`config.mk`:
```
export PLATFORM = sky130hd
export DESIGN_NAME = board_input_port_flat
export DESIGN_NICKNAME = d
export VERILOG_FILES = /design/src/rtl/board_input_port_pkg.sv /design/src/rtl/board_input_port_if.sv /design/src/rtl/input_debounce.sv /design/src/rtl/board_input_port.sv /design/src/flat_wrapper.sv
export SDC_FILE = /design/constraint.sdc
export NUM_CORES = 1
export LEC_CHECK = 0
export ABC_AREA = 1
export BUFFER_PORTS_ARGS = -buffer_cell sky130_fd_sc_hd__buf_2
export CAP_MARGIN = 25
export CORE_MARGIN = 2
export CORE_UTILIZATION = 50
export DETAILED_ROUTE_END_ITERATION = 10
export PLACE_DENSITY_LB_ADDON = 0.12
export RECOVER_POWER = 50
export SLEW_MARGIN = 20
export SYNTH_ARGS = -nofsm -noshare
export SYNTH_HDL_FRONTEND = slang
export SYNTH_SLANG_ARGS = --single-unit
```
`constraint.sdc`:
```
create_clock -name clk -period 1.6 [get_ports clk]
set_input_delay 0.16 -clock clk [delete_from_list [all_inputs] [get_ports clk]]
set_output_delay 0.16 -clock clk [all_outputs]
set_load 0.02 [all_outputs]
```
`src/rtl/board_input_port_pkg.sv`:
```
// rtl/board_input_port_pkg.sv - register map shared by the board input port
package board_input_port_pkg;

    typedef enum logic [1:0] {
        REG_KEYS   = 2'd0,
        REG_SW     = 2'd1,
        REG_EVENTS = 2'd2,
        REG_IRQ_EN = 2'd3
    } reg_sel_e;

    localparam int REG_SEL_LSB = 2;

endpackage

```
`src/rtl/board_input_port_if.sv`:
```
// rtl/board_input_port_if.sv - register bus and interrupt between CPU and board input port
interface board_input_port_if #(
    parameter int ADDR_WIDTH = 32,
    parameter int DATA_WIDTH = 32
);
    logic [ADDR_WIDTH-1:0] addr;
    logic                  rd_en;
    logic                  wr_en;
    logic [DATA_WIDTH-1:0] wr_data;
    logic [DATA_WIDTH-1:0] rd_data;
    logic                  rd_valid;
    logic                  irq;

    modport master (
        output addr, rd_en, wr_en, wr_data,
        input  rd_data, rd_valid, irq
    );

    modport slave (
        input  addr, rd_en, wr_en, wr_data,
        output rd_data, rd_valid, irq
    );
endinterface

```
`src/rtl/input_debounce.sv`:
```
// rtl/input_debounce.sv - one-bit synchroniser, debounce counter and rising-edge pulse
module input_debounce #(
    parameter int DEBOUNCE_CYCLES = 500000,
    parameter bit ACTIVE_LOW      = 1'b0
) (
    input  logic clk,
    input  logic rst,
    input  logic i_raw,
    output logic o_stable,
    output logic o_rise
);
    localparam int CW = $clog2(DEBOUNCE_CYCLES);

    logic          r_meta;
    logic          r_sync;
    logic          r_stable;
    logic [CW-1:0] r_cnt;
    logic          w_level;
    logic          w_done;

    assign w_level = ACTIVE_LOW ? ~r_sync : r_sync;
    assign w_done  = (r_cnt == CW'(DEBOUNCE_CYCLES - 1));

    // Sync flops reset to the idle pin level so a held input is seen as a fresh change
    always_ff @(posedge clk) begin
        if (!rst) begin
            r_meta   <= ACTIVE_LOW;
            r_sync   <= ACTIVE_LOW;
            r_stable <= 1'b0;
            r_cnt    <= '0;
        end else begin
            r_meta <= i_raw;
            r_sync <= r_meta;
            if (w_level == r_stable) begin
                r_cnt <= '0;
            end else if (w_done) begin
                r_stable <= w_level;
                r_cnt    <= '0;
            end else begin
                r_cnt <= r_cnt + 1'b1;
            end
        end
    end

    assign o_stable = r_stable;
    assign o_rise   = w_done & w_level & ~r_stable;
endmodule

```
`src/rtl/board_input_port.sv`:
```
// rtl/board_input_port.sv - debounced KEY/SW register slave with sticky press events and irq
module board_input_port
    import board_input_port_pkg::*;
#(
    parameter int DATA_WIDTH      = 32,
    parameter int ADDR_WIDTH      = 32,
    parameter int N_KEYS          = 4,
    parameter int N_SW            = 10,
    parameter int DEBOUNCE_CYCLES = 500000
) (
    input  logic              clk,
    input  logic              rst,
    input  logic [N_KEYS-1:0] i_key_raw,
    input  logic [N_SW-1:0]   i_sw_raw,
    board_input_port_if.slave bus
);
    logic [N_KEYS-1:0]     w_key_stable;
    logic [N_KEYS-1:0]     w_key_rise;
    logic [N_SW-1:0]       w_sw_stable;
    logic [N_SW-1:0]       w_sw_rise_unused;
    logic [N_KEYS-1:0]     r_events;
    logic [N_KEYS-1:0]     r_irq_en;
    logic [DATA_WIDTH-1:0] r_rd_data;
    logic                  r_rd_valid;
    logic                  r_irq;
    reg_sel_e              w_sel;
    logic                  w_rd;
    logic                  w_wr;
    logic [DATA_WIDTH-1:0] w_rd_mux;
    logic [N_KEYS-1:0]     w_ev_clr;
    logic                  w_bus_unused;

    for (genvar g = 0; g < N_KEYS; g++) begin : g_key
        input_debounce #(.DEBOUNCE_CYCLES(DEBOUNCE_CYCLES), .ACTIVE_LOW(1'b1)) u_deb (
            .clk(clk), .rst(rst), .i_raw(i_key_raw[g]),
            .o_stable(w_key_stable[g]), .o_rise(w_key_rise[g])
        );
    end

    for (genvar g = 0; g < N_SW; g++) begin : g_sw
        input_debounce #(.DEBOUNCE_CYCLES(DEBOUNCE_CYCLES), .ACTIVE_LOW(1'b0)) u_deb (
            .clk(clk), .rst(rst), .i_raw(i_sw_raw[g]),
            .o_stable(w_sw_stable[g]), .o_rise(w_sw_rise_unused[g])
        );
    end

    assign w_sel        = reg_sel_e'(bus.addr[REG_SEL_LSB+1:REG_SEL_LSB]);
    assign w_rd         = bus.rd_en;
    assign w_wr         = bus.wr_en & ~bus.rd_en;
    assign w_bus_unused = ^{bus.addr[ADDR_WIDTH-1:REG_SEL_LSB+2], bus.addr[REG_SEL_LSB-1:0],
                            bus.wr_data[DATA_WIDTH-1:N_KEYS]};

    always_comb begin
        w_rd_mux = '0;
        case (w_sel)
            REG_KEYS:   w_rd_mux = DATA_WIDTH'(w_key_stable);
            REG_SW:     w_rd_mux = DATA_WIDTH'(w_sw_stable);
            REG_EVENTS: w_rd_mux = DATA_WIDTH'(r_events);
            REG_IRQ_EN: w_rd_mux = DATA_WIDTH'(r_irq_en);
            default:    w_rd_mux = '0;
        endcase
    end

    // A read clears exactly the bits it returns; new presses are OR-ed in after the clear
    always_comb begin
        w_ev_clr = '0;
        if (w_rd && w_sel == REG_EVENTS) w_ev_clr = w_ev_clr | r_events;
        if (w_wr && w_sel == REG_EVENTS) w_ev_clr = w_ev_clr | bus.wr_data[N_KEYS-1:0];
    end

    always_ff @(posedge clk) begin
        if (!rst) begin
            r_rd_data  <= '0;
            r_rd_valid <= 1'b0;
            r_events   <= '0;
            r_irq_en   <= '0;
            r_irq      <= 1'b0;
        end else begin
            r_rd_valid <= w_rd;
            if (w_rd) r_rd_data <= w_rd_mux;
            r_events <= (r_events & ~w_ev_clr) | w_key_rise;
            if (w_wr && w_sel == REG_IRQ_EN) r_irq_en <= bus.wr_data[N_KEYS-1:0];
            r_irq <= |(r_events & r_irq_en);
        end
    end

    assign bus.rd_data  = r_rd_data;
    assign bus.rd_valid = r_rd_valid;
    assign bus.irq      = r_irq;
endmodule

```
`src/flat_wrapper.sv`:
```
// flat-port wrapper written by rule: the top's interface ports become plain ports
module board_input_port_flat import board_input_port_pkg::*;
#(
    parameter int DATA_WIDTH      = 32,
    parameter int ADDR_WIDTH      = 32,
    parameter int N_KEYS          = 4,
    parameter int N_SW            = 10,
    parameter int DEBOUNCE_CYCLES = 500000
)
  (clk, rst, i_key_raw, i_sw_raw, bus_addr, bus_rd_en, bus_wr_en, bus_wr_data, bus_rd_data, bus_rd_valid, bus_irq);
  board_input_port_if #(.ADDR_WIDTH(ADDR_WIDTH), .DATA_WIDTH(DATA_WIDTH)) bus_i ();
  input  logic clk;
  input  logic rst;
  input  logic [N_KEYS-1:0] i_key_raw;
  input  logic [N_SW-1:0] i_sw_raw;
  input wire logic [$bits(bus_i.addr)-1:0] bus_addr;
  input wire logic [$bits(bus_i.rd_en)-1:0] bus_rd_en;
  input wire logic [$bits(bus_i.wr_en)-1:0] bus_wr_en;
  input wire logic [$bits(bus_i.wr_data)-1:0] bus_wr_data;
  output wire logic [$bits(bus_i.rd_data)-1:0] bus_rd_data;
  output wire logic [$bits(bus_i.rd_valid)-1:0] bus_rd_valid;
  output wire logic [$bits(bus_i.irq)-1:0] bus_irq;
  assign bus_i.addr = bus_addr;
  assign bus_i.rd_en = bus_rd_en;
  assign bus_i.wr_en = bus_wr_en;
  assign bus_i.wr_data = bus_wr_data;
  assign bus_rd_data = bus_i.rd_data;
  assign bus_rd_valid = bus_i.rd_valid;
  assign bus_irq = bus_i.irq;
  board_input_port #(.DATA_WIDTH(DATA_WIDTH), .ADDR_WIDTH(ADDR_WIDTH), .N_KEYS(N_KEYS), .N_SW(N_SW), .DEBOUNCE_CYCLES(DEBOUNCE_CYCLES)) u_core (.clk(clk), .rst(rst), .i_key_raw(i_key_raw), .i_sw_raw(i_sw_raw), .bus(bus_i));
endmodule
```
==> results.toml, run 1 <==
[routing]
vias = 14500
drtIter0Drc = 674
wl_per_cell_um = 11.5
wl_um = 33600
dr.pass1.iters = 5
antenna_left = 0
drc = 0
vias_per_cell = 4.92

[global_routing]
grt.total_usage = 0.200
grt_pass1_wl_um = 58000
grt-ovfl-total = 0
grt_max_degree = 23
grt_pass1_vias = 13300
antenna_found_initial = 1

[floorplan]
die_w_um = 184
die_area_um2 = 33800
fp.coreArea_um2 = 31700
initial_utilization = 0.510
fp-row-count = 65
die_height_um = 184
io_pins = 116

[setup_path]
cp.arrival_ns = 1.87
worst_r2r_path_depth = 9
cp-start-kind = "register"
end_kind = "register"
cpPeakStageDelay_ns = 0.35
path_buf_inv = 2
critical_path_class = "reg -> reg"
path_delay_family = "simple AND/OR/NAND/NOR gates"
r2r_slack_ns = 0.14
crit_top_cell = "nand2_2"
cp_cell_sequence = "ha_2, nand2_1, inv_1, nand2_2, nor2_1, nand3_1, nand2_2, buf_6, nor3_1"
r2r_end = "u_core.g_key[1].u_deb.r_cnt[2]$_SDFF_PP0_"
reg2reg_from = "u_core.g_key[1].u_deb.r_cnt[0]$_SDFF_PP0_"
path_depth = 9
worst_path_max_delay_cell = "dfxtp_1"
critPathRequiredTime_ns = 2.01
path_max_fanout = 9

[finish]
antenna-diode-count = 0
final_cell_area_um2 = 18700
nets = 2601
nFillCells = 3046
fin_cells = 2935
final_core_util = 0.591
syn_to_final_growth_pct = 15.8
drive_above_1_share = 0.103

[worst_hold_path]
min_path_type = "in -> reg"
whs_path_depth = 4
hold_end = "u_core.r_irq_en[3]$_SDFFE_PN0P_"
hold_start = "bus_rd_en"

[clock_tree]
cts_max_level = 2
root_buffer = "clkbuf_16"
clk_path_buf_depth = 3
insertion_delay_ns = 0.54
cts_made_buffers = 37
cts_tree = "built"
cts.sinks = 328
clk_transition_reported_paths_ns = 0.06

[yosys]
netlist.area_leader.share = 0.406
netlist_area_um2 = 16200
avgSynthCellArea_um2 = 6.83
yosysWarnings = 0
synthArstFlopShare = 0
yosysSeqAreaShare = 0.406
synth_flop_cell = "dfxtp_1"
synth_top_area_cell = "dfxtp_1"
synth.distinct_cells = 42
synth_commonest_cells = "nand2_1, nor2_1, dfxtp_1, inv_1, nand3_1"
netlist_top_cells_area = "dfxtp_1, nand2_1, nor2_1, inv_1, nand3_1"
synth_seq_cells = 328
synth_edf_count = 0
synth_most_common_cell = "nand2_1"
syn_inst = 2370

[timing]
finalHoldViolCount = 0
relSlewSlack = 0.489
setup_viol = 0
fin_setup_tns_ns = 0
layout_min_cycle_time_ns = 1.46
fin_crit_sh = 0.914
worstMarginPinSlew_ns = 0.767
fin_skew_ns = 0.0245
clock.fmax_mhz = 684
final_max_slew_viol_count = 0

[power_and_ir_drop]
ir_drop_uv = 781
power.density_nw_per_um2 = 940
cellLeakagePower_nw = 7.06

[placed_design]
gp_congestion = 0.884
dp.cells = 2844
dpl.hpwl_um = 24600
place_area_um2 = 17200
place.port_buffers = 35

[run]
cap_violations = 0

[run_status]
status = "finished, final reports clean"
## metrics by stage
step / hold slack [ns] / total power, W / worst slack, ns
after floorplan: 0.258 / 0.00873 / 0.110
after global placement: 0.343 / 0.00884 / 0.0761
after detailed placement: 0.346 / 0.00885 / 0.0617
after CTS: 0.0668 / 0.0179 / 0.0424
after global routing: 0.123 / 0.0183 / -0.00125
final: 0.128 / 0.0176 / 0.138
## layout by cell type (no fill, tap or decap), drive strengths merged
cell type	n
and3	1
xor2	81
xnor2	21
or2	30
dfxtp	328
ha	14
o21ai	38
nor2b	1
nand2	605
a21oi	114
clkbuf	77
a41oi	1
nor4	1
o21a	1
o21bai	3
clkinv	8
inv	309
nand3	170
nor2	463
conb	22
buf	78
a31oi	4
nand4	68
dlygate4sd3	19
nand3b	12
nor4b	1
nor3	58
bufinv	5
## metal layers
layer	global-route usage	vias up	wire length, µm
li1	-	7689	-
met1	0.259	6488	16100
met2	0.346	216	15600
met3	0.0333	58	1360
met4	0.0547	2	651
met5	0	-	13
## worst register-to-register path, cell delays in order, from the launching register on
cell     delay, ns
dfxtp_1       0.35
ha_2          0.19
nand2_1       0.05
inv_1         0.08
nand2_2       0.10
nor2_1        0.13
nand3_1       0.12
nand2_2       0.13
buf_6         0.15
nor3_1        0.05
## layout make-up
class	instances	area, µm²	share of cell area
Tap cell	402	503	0.0268
Clock buffer	53	1080	0.0574
Sequential cell	328	6570	0.351
Timing Repair Buffer	121	922	0.0492
Clock inverter	14	225	0.0120
Multi-Input combinational cell	1709	8280	0.442
Inverter	308	1160	0.0617
## logic make-up after synthesis
family | share of synthesized area
buffers and inverters | 0.0938
DFF | 0.406
other | 0.000232
and+or+nand+nor | 0.382
adders and majority gates | 0.0108
AOI/OAI and AO/OA | 0.0519
xor gates and xnor gates | 0.0552
## flip-flops by register name, summed over array words and instances, names as in the netlist
name	flops
u_core.r_events	4
u_core.g_sw.u_deb.r_cnt	190
u_core.bus.rd_data	10
u_core.g_sw.u_deb.r_sync	10
u_core.bus.irq	1
u_core.r_irq_en	4
u_core.g_key.u_deb.r_meta	4
u_core.g_key.u_deb.r_sync	4
u_core.g_key.u_deb.r_cnt	76
u_core.g_key.u_deb.o_stable	4
u_core.bus.rd_valid	1
u_core.g_sw.u_deb.r_meta	10
u_core.g_sw.u_deb.o_stable	10
## power breakdown
group,switching [W],internal (W)
Sequential,0.0000307,0.00823
Combinational,0.000282,0.000162
Clock,0.00340,0.00551
## worst max-delay path by stage
stage	start	end	slack, ns
finish	u_core.g_key[1].u_deb.r_cnt[0]$_SDFF_PP0_	u_core.g_key[1].u_deb.r_cnt[2]$_SDFF_PP0_	0.14
global route	u_core.g_sw[2].u_deb.r_cnt[15]$_SDFF_PP0_	u_core.g_sw[2].u_deb.r_cnt[16]$_SDFF_PP0_	-0.001
CTS	u_core.g_key[2].u_deb.r_cnt[0]$_SDFF_PP0_	u_core.g_key[2].u_deb.r_cnt[9]$_SDFF_PP0_	0.04
detailed placement	u_core.g_key[2].u_deb.r_cnt[0]$_SDFF_PP0_	u_core.g_key[2].u_deb.r_cnt[3]$_SDFF_PP0_	0.06
global placement	u_core.g_key[2].u_deb.r_cnt[0]$_SDFF_PP0_	u_core.g_key[2].u_deb.r_cnt[12]$_SDFF_PP0_	0.08
floorplan	u_core.g_sw[4].u_deb.r_cnt[0]$_SDFF_PP0_	u_core.g_sw[4].u_deb.r_cnt[12]$_SDFF_PP0_	0.11
## what timing repair did
| action | 4_1_cts | 5_1_grt |
|---|---|---|
| hold endpoints to repair | 22 | 0 |
| gates resized for setup | 0 | 40 |
| setup endpoints to repair | 0 | 109 |
| hold buffers | 19 | 0 |
| setup buffers | 0 | 4 |
(Power assumes the default switching activity.)
==> run 2: changes to the inputs <==
--- a/config.mk
+++ b/config.mk
@@ -5,7 +5,7 @@
 export SDC_FILE = /design/constraint.sdc
 export NUM_CORES = 1
 export LEC_CHECK = 0
-export ABC_AREA = 1
+export ABC_AREA = 0
 export BUFFER_PORTS_ARGS = -buffer_cell sky130_fd_sc_hd__buf_2
 export CAP_MARGIN = 25
 export CORE_MARGIN = 2
==> run 2 against run 1 <==
Compared with the run above: the flow now finishes with violations (negative setup slack); final area is 4.4% higher; synthesized cell count is 32% lower; synthesized area is 11% lower.
==> results.toml, run 2 <==
[setup_path]
critPathRequiredTime_ns = 2.00
r2r_slack_ns = -0.44
cp_cell_sequence = "or4b_4, or4_4, o211ai_4, clkbuf_16, nor2_1"
path_depth = 5
path_max_fanout = 5
critical_path_class = "reg -> reg"
cp.arrival_ns = 2.45
end_kind = "register"
path_buf_inv = 1
cpPeakStageDelay_ns = 0.55
cp-start-kind = "register"
path_delay_family = "simple AND/OR/NAND/NOR gates"
worst_path_max_delay_cell = "or4b_4"
worst_r2r_path_depth = 5

[global_routing]
met1_usage = 0.270
use_met3 = 0.0296
antenna_found_initial = 0
grt_max_degree = 33
grt-ovfl-total = 0
grt_util_met2 = 0.370
grt_pass1_wl_um = 54900
grt_pass1_vias = 12100
busiest_layer = "met2"
grt.total_usage = 0.211

[run]
cap_violations = 0

[finish]
multi_input_area_um2 = 8030
largest_reg_flops = 190
mostFrequentLayoutCells = "buf_4, dfxtp_1, nor2_1"
regArea_um2 = 6660
nets = 2072
antenna-diode-count = 0
final_cell_area_um2 = 19600
nFillCells = 2347
layout_commonest_cell = "buf_4"
syn_to_final_growth_pct = 35.9
regMostFlops = "u_core.g_sw.u_deb.r_cnt"
drive_above_1_share = 0.312
reg_top3 = "u_core.g_sw.u_deb.r_cnt: 190 flops, u_core.g_key.u_deb.r_cnt: 76 flops"

[yosys]
netlist_area_um2 = 14400
avgSynthCellArea_um2 = 8.90
synthArstFlopShare = 0
synth_top_area_cell = "dfxtp_1"
synth_seq_cells = 328
synth_most_common_cell = "dfxtp_1"
netlist.area_leader.share = 0.456
synth_flop_cell = "dfxtp_1"
synth_edf_count = 0
yosysWarnings = 0
netlist_top_cells_area = "dfxtp_1, nor2_1, xor2_1, xnor2_1, nand3_1"
yosysSeqAreaShare = 0.456
syn_inst = 1616
synth_commonest_cells = "dfxtp_1, nor2_1, nand3_1, nand2_1, xor2_1"
synth.distinct_cells = 57

[power_and_ir_drop]
p_total_w = 0.0175
p_int_w = 0.0138
p_switching_w = 0.00365
power.density_nw_per_um2 = 895
switching_share = 0.209
pwr-share-seq = 0.471
comb_power_share = 0.025
pwr-share-clk = 0.504
ir_drop_uv = 874
cellLeakagePower_nw = 6.78

[clock_tree]
clk_path_buf_depth = 3
cts_tree = "built"
clk_transition_reported_paths_ns = 0.06
cts.sinks = 328
cts_made_buffers = 38
cts_max_level = 2
insertion_delay_ns = 0.51
root_buffer = "clkbuf_16"

[routing]
vias_per_cell = 5.31
vias = 12700
wl_um = 33400
wl_per_cell_um = 14.0
drc = 0
drtIter0Drc = 691
dr.pass1.iters = 5
antenna_left = 0

[timing]
worstMarginPinSlew_ns = 0.706
fin_setup_tns_ns = -44.13
finalHoldViolCount = 0
clock.fmax_mhz = 490
relSlewSlack = 0.530
fin_skew_ns = 0.0115
setup_ws_ns = -0.442
layout_min_cycle_time_ns = 2.04
final_max_slew_viol_count = 0
rsz0062_at_grt = "true"
fin_crit_sh = 1.28
setup_viol = 178

[worst_hold_path]
whs_path_depth = 3
min_path_type = "in -> reg"

[floorplan]
fp.coreArea_um2 = 28500
fp-row-count = 62
io_pins = 116
die_area_um2 = 30200
die_w_um = 174
initial_utilization = 0.504
die_height_um = 174

[run_status]
violations = "negative setup slack"
status = "finished, violations left"

[placed_design]
place_area_um2 = 17300
gp_congestion = 0.873
place.port_buffers = 35
dpl.hpwl_um = 22300
pre_cts_slack_ns = -0.388
-- run 2: per-layer routing --
layer / share of wire / wire length (µm)
met1: 0.46 / 15200
met2: 0.49 / 16400
met3: 0.030 / 1010
met5: 0 / 0
met4: 0.023 / 772
-- run 2: logic make-up after synthesis --
group / synth area share
adder cells (fa/ha/maj): 0.0122
flip-flops: 0.456
XOR/XNOR: 0.117
AO/OA/AOI/OAI: 0.0783
AND/OR/NAND/NOR: 0.288
other: 0.000261
multiplexers: 0.0118
buffers and inverters: 0.0357
-- run 2: path summary, 6_finish.rpt --
| path | endpoint | startpoint |
|---|---|---|
| max reg2reg | u_core.g_key[0].u_deb.r_cnt[10]$_SDFF_PP0_ | u_core.g_key[0].u_deb.r_cnt[7]$_SDFF_PP0_ |
| min reg2reg | u_core.g_key[0].u_deb.r_sync$_SDFF_PN1_ | u_core.g_key[0].u_deb.r_meta$_SDFF_PN1_ |
| min | u_core.g_key[3].u_deb.r_sync$_SDFF_PN1_ | rst |
| max | u_core.g_key[0].u_deb.r_cnt[10]$_SDFF_PP0_ | u_core.g_key[0].u_deb.r_cnt[7]$_SDFF_PP0_ |
-- run 2: final cells by class --
type                       count  area share
inverter                      43     0.00825
multi-input combinational   1201       0.411
clock buffer                  51      0.0559
tap                          384      0.0246
timing repair buffer         364       0.150
clock inverter                18      0.0100
sequential                   328       0.340
-- run 2: power by group through the flow --
stage / Clock [W] / Sequential (W) / Combinational [W]
after floorplan: 0 / 0.00841 / 0.000259
after global placement: 0 / 0.00842 / 0.000345
after detailed placement: 0 / 0.00842 / 0.000351
after CTS: 0.00903 / 0.00824 / 0.000428
after global routing: 0.00939 / 0.00824 / 0.000474
final: 0.00882 / 0.00824 / 0.000442
-- run 2: worst register-to-register path, stage by stage, from the launching register on --
cell and delay [ns]:
dfxtp_2 0.32, or4b_4 0.55, or4_4 0.55, o211ai_4 0.27
clkbuf_16 0.20, nor2_1 0.04
-- run 2: repair_timing --
item / CTS / global route
hold endpoints to repair: 18 / 0
setup endpoints to repair: 182 / 248
gates cloned: 6 / 7
setup buffers: 11 / 17
hold buffers: 18 / 0
gates resized for setup: 35 / 156
pin swaps: 18 / 32
-- run 2: per-stage QoR --
stage,hold slack [ns],cells,utilization
after detailed placement,0.368,2271,0.606
after floorplan,0.261,1637,-
after CTS,0.0541,2375,0.670
after global routing,0.0809,2389,0.685
after global placement,0.366,2271,0.606
final,0.0669,2389,0.685
==> run 3: changes to the inputs <==
--- a/config.mk
+++ b/config.mk
@@ -6,11 +6,11 @@
 export NUM_CORES = 1
 export LEC_CHECK = 0
 export ABC_AREA = 0
-export BUFFER_PORTS_ARGS = -buffer_cell sky130_fd_sc_hd__buf_2
 export CAP_MARGIN = 25
 export CORE_MARGIN = 2
 export CORE_UTILIZATION = 50
 export DETAILED_ROUTE_END_ITERATION = 10
+export DONT_BUFFER_PORTS = 1
 export PLACE_DENSITY_LB_ADDON = 0.12
 export RECOVER_POWER = 50
 export SLEW_MARGIN = 20
==> run 3 against run 2 <==
Compared with the run above: sequential power is essentially flat; flip-flop and latch count is the same; global-route usage grew 0.74 points; final area grew 1.5%; register-to-register slack lost 0.04 ns; critical endpoint is now u_core.g_key[0].u_deb.r_cnt[14]$_SDFF_PP0_; critical path depth is the same; clock power shrank 4.4%; the run still ends with negative setup slack left; largest cell class unchanged.
==> results.toml, run 3 (synthesized netlist as in run 2, its figures left out) <==
[routing]
vias_per_cell = 5.31
drtIter0Drc = 763
wl_per_cell_um = 14.5
antenna_left = 0
dr.pass1.iters = 5
drc = 0
vias = 12700
wl_um = 34500

[placed_design]
pre_cts_slack_ns = -0.390
dpl.hpwl_um = 22100
dp.cells = 2236
place.port_buffers = 0
gp_congestion = 0.832

[finish]
mostFrequentLayoutCells = "buf_4, dfxtp_1, nor2_1"
layout_commonest_cell = "buf_4"
nets = 2070
regArea_um2 = 6660
syn_to_final_growth_pct = 37.9
reg_top3 = "u_core.g_sw.u_deb.r_cnt: 190 flops, u_core.g_key.u_deb.r_cnt: 76 flops"
nFillCells = 2283
multi_input_area_um2 = 8150
largest_reg_flops = 190
drive_above_1_share = 0.307
fin_cells = 2384
regMostFlops = "u_core.g_sw.u_deb.r_cnt"

[timing]
layout_min_cycle_time_ns = 2.09
setup_ws_ns = -0.485
fin_crit_sh = 1.30
rsz0062_at_grt = "true"
relSlewSlack = 0.341
fin_skew_ns = 0.0144
clock.fmax_mhz = 480
finalHoldViolCount = 0
final_max_slew_viol_count = 0
setup_viol = 165
worstMarginPinSlew_ns = 0.986

[setup_path]
path_max_fanout = 9
cpPeakStageDelay_ns = 0.55
path_delay_family = "simple AND/OR/NAND/NOR gates"
path_buf_inv = 1
cp.arrival_ns = 2.49
critical_path_class = "reg -> reg"
end_kind = "register"
worst_path_max_delay_cell = "or4_4"
critPathRequiredTime_ns = 2.01
cp_cell_sequence = "or4b_4, or4_4, o211ai_4, clkbuf_16, nor2_1"
cp-start-kind = "register"

[floorplan]
die_height_um = 174
initial_utilization = 0.504
io_pins = 116
die_w_um = 174
fp.coreArea_um2 = 28500
fp-row-count = 62
die_area_um2 = 30200

[global_routing]
met1_usage = 0.285
antenna_found_initial = 0
grt.total_usage = 0.219
grt-ovfl-total = 0
grt_pass1_wl_um = 56300
grt_max_degree = 41
use_met3 = 0.0325
busiest_layer = "met2"
grt_pass1_vias = 12200
grt_util_met2 = 0.375

[clock_tree]
cts.sinks = 328
insertion_delay_ns = 0.52
clk_transition_reported_paths_ns = 0.06
clk_path_buf_depth = 3
cts_max_level = 2
root_buffer = "clkbuf_16"
cts_tree = "built"
cts_made_buffers = 38

[power_and_ir_drop]
cellLeakagePower_nw = 6.84
p_switching_w = 0.00355
ir_drop_uv = 757
p_int_w = 0.0136
pwr-share-seq = 0.482
switching_share = 0.208
pwr-share-clk = 0.493
power.density_nw_per_um2 = 862
comb_power_share = 0.025

[worst_hold_path]
min_path_type = "in -> reg"

[run_status]
status = "finished, violations left"
violations = "negative setup slack"

[run]
cap_violations = 0
[run 3: timing repair]
| item | in CTS | in global routing |
|---|---|---|
| pin swaps | 13 | 39 |
| hold buffers | 53 | 0 |
| resized for setup | 29 | 165 |
| gates cloned | 5 | 8 |
| setup buffers | 7 | 14 |
| setup endpoints to repair | 173 | 242 |
| endpoints found under the hold margin | 113 | 0 |
[run 3: worst min-delay path: stages]
cell     delay (ns)
mux4_2         0.19
mux2i_1        0.06
nor2_1         0.08
[run 3: cell type report]
class	instances	share of cell area
diodes	1	0.000126
clock buffers	58	0.0584
clock inverters	7	0.00340
inverters	43	0.00813
multi-input cells	1201	0.411
flip-flops and latches	328	0.336
well taps	384	0.0242
repair buffers	362	0.159
[run 3: metal layers]
layer / wire (µm) / up-vias
met1: 15800 / 5970
li1: - / 6404
met4: 864 / 0
met3: 1300 / 67
met2: 16500 / 228
met5: 0 / -
[run 3: per-stage QoR]
stage                     total power [W]  cell area (µm²)   util  hold WS, ns  TNS, ns
after global placement            0.00868            17100  0.600        0.257   -32.77
after CTS                          0.0173            19200  0.671      0.00218   -40.17
after global routing               0.0177            19800  0.695       0.0118   -53.90
final                              0.0171            19800  0.695       0.0177   -43.09
after floorplan                   0.00867            14900      -        0.261   -31.38
after detailed placement          0.00869            17100  0.600        0.262   -35.16
[run 3: final timing paths]
path / slack [ns] / endpoint / start / cells past startpoint
setup / recovery: -0.49 / u_core.g_key[0].u_deb.r_cnt[14]$_SDFF_PP0_ / u_core.g_key[0].u_deb.r_cnt[6]$_SDFF_PP0_ / 5
hold / removal: 0.02 / u_core.bus.rd_data[2]$_SDFFE_PN0P_ / bus_addr[3] / 3
setup reg to reg: -0.49 / u_core.g_key[0].u_deb.r_cnt[14]$_SDFF_PP0_ / u_core.g_key[0].u_deb.r_cnt[6]$_SDFF_PP0_ / 5
hold reg to reg: 0.43 / u_core.g_sw[2].u_deb.r_cnt[0]$_SDFF_PP0_ / u_core.g_sw[2].u_deb.r_cnt[0]$_SDFF_PP0_ / 1
[run 3: power groups by stage]
| stage | combinational, W | sequential (W) | clock, W |
|---|---|---|---|
| after CTS | 0.000407 | 0.00825 | 0.00865 |
| after detailed placement | 0.000265 | 0.00842 | 0 |
| after floorplan | 0.000259 | 0.00841 | 0 |
| final | 0.000436 | 0.00824 | 0.00843 |
| after global routing | 0.000469 | 0.00824 | 0.00901 |
| after global placement | 0.000261 | 0.00842 | 0 |
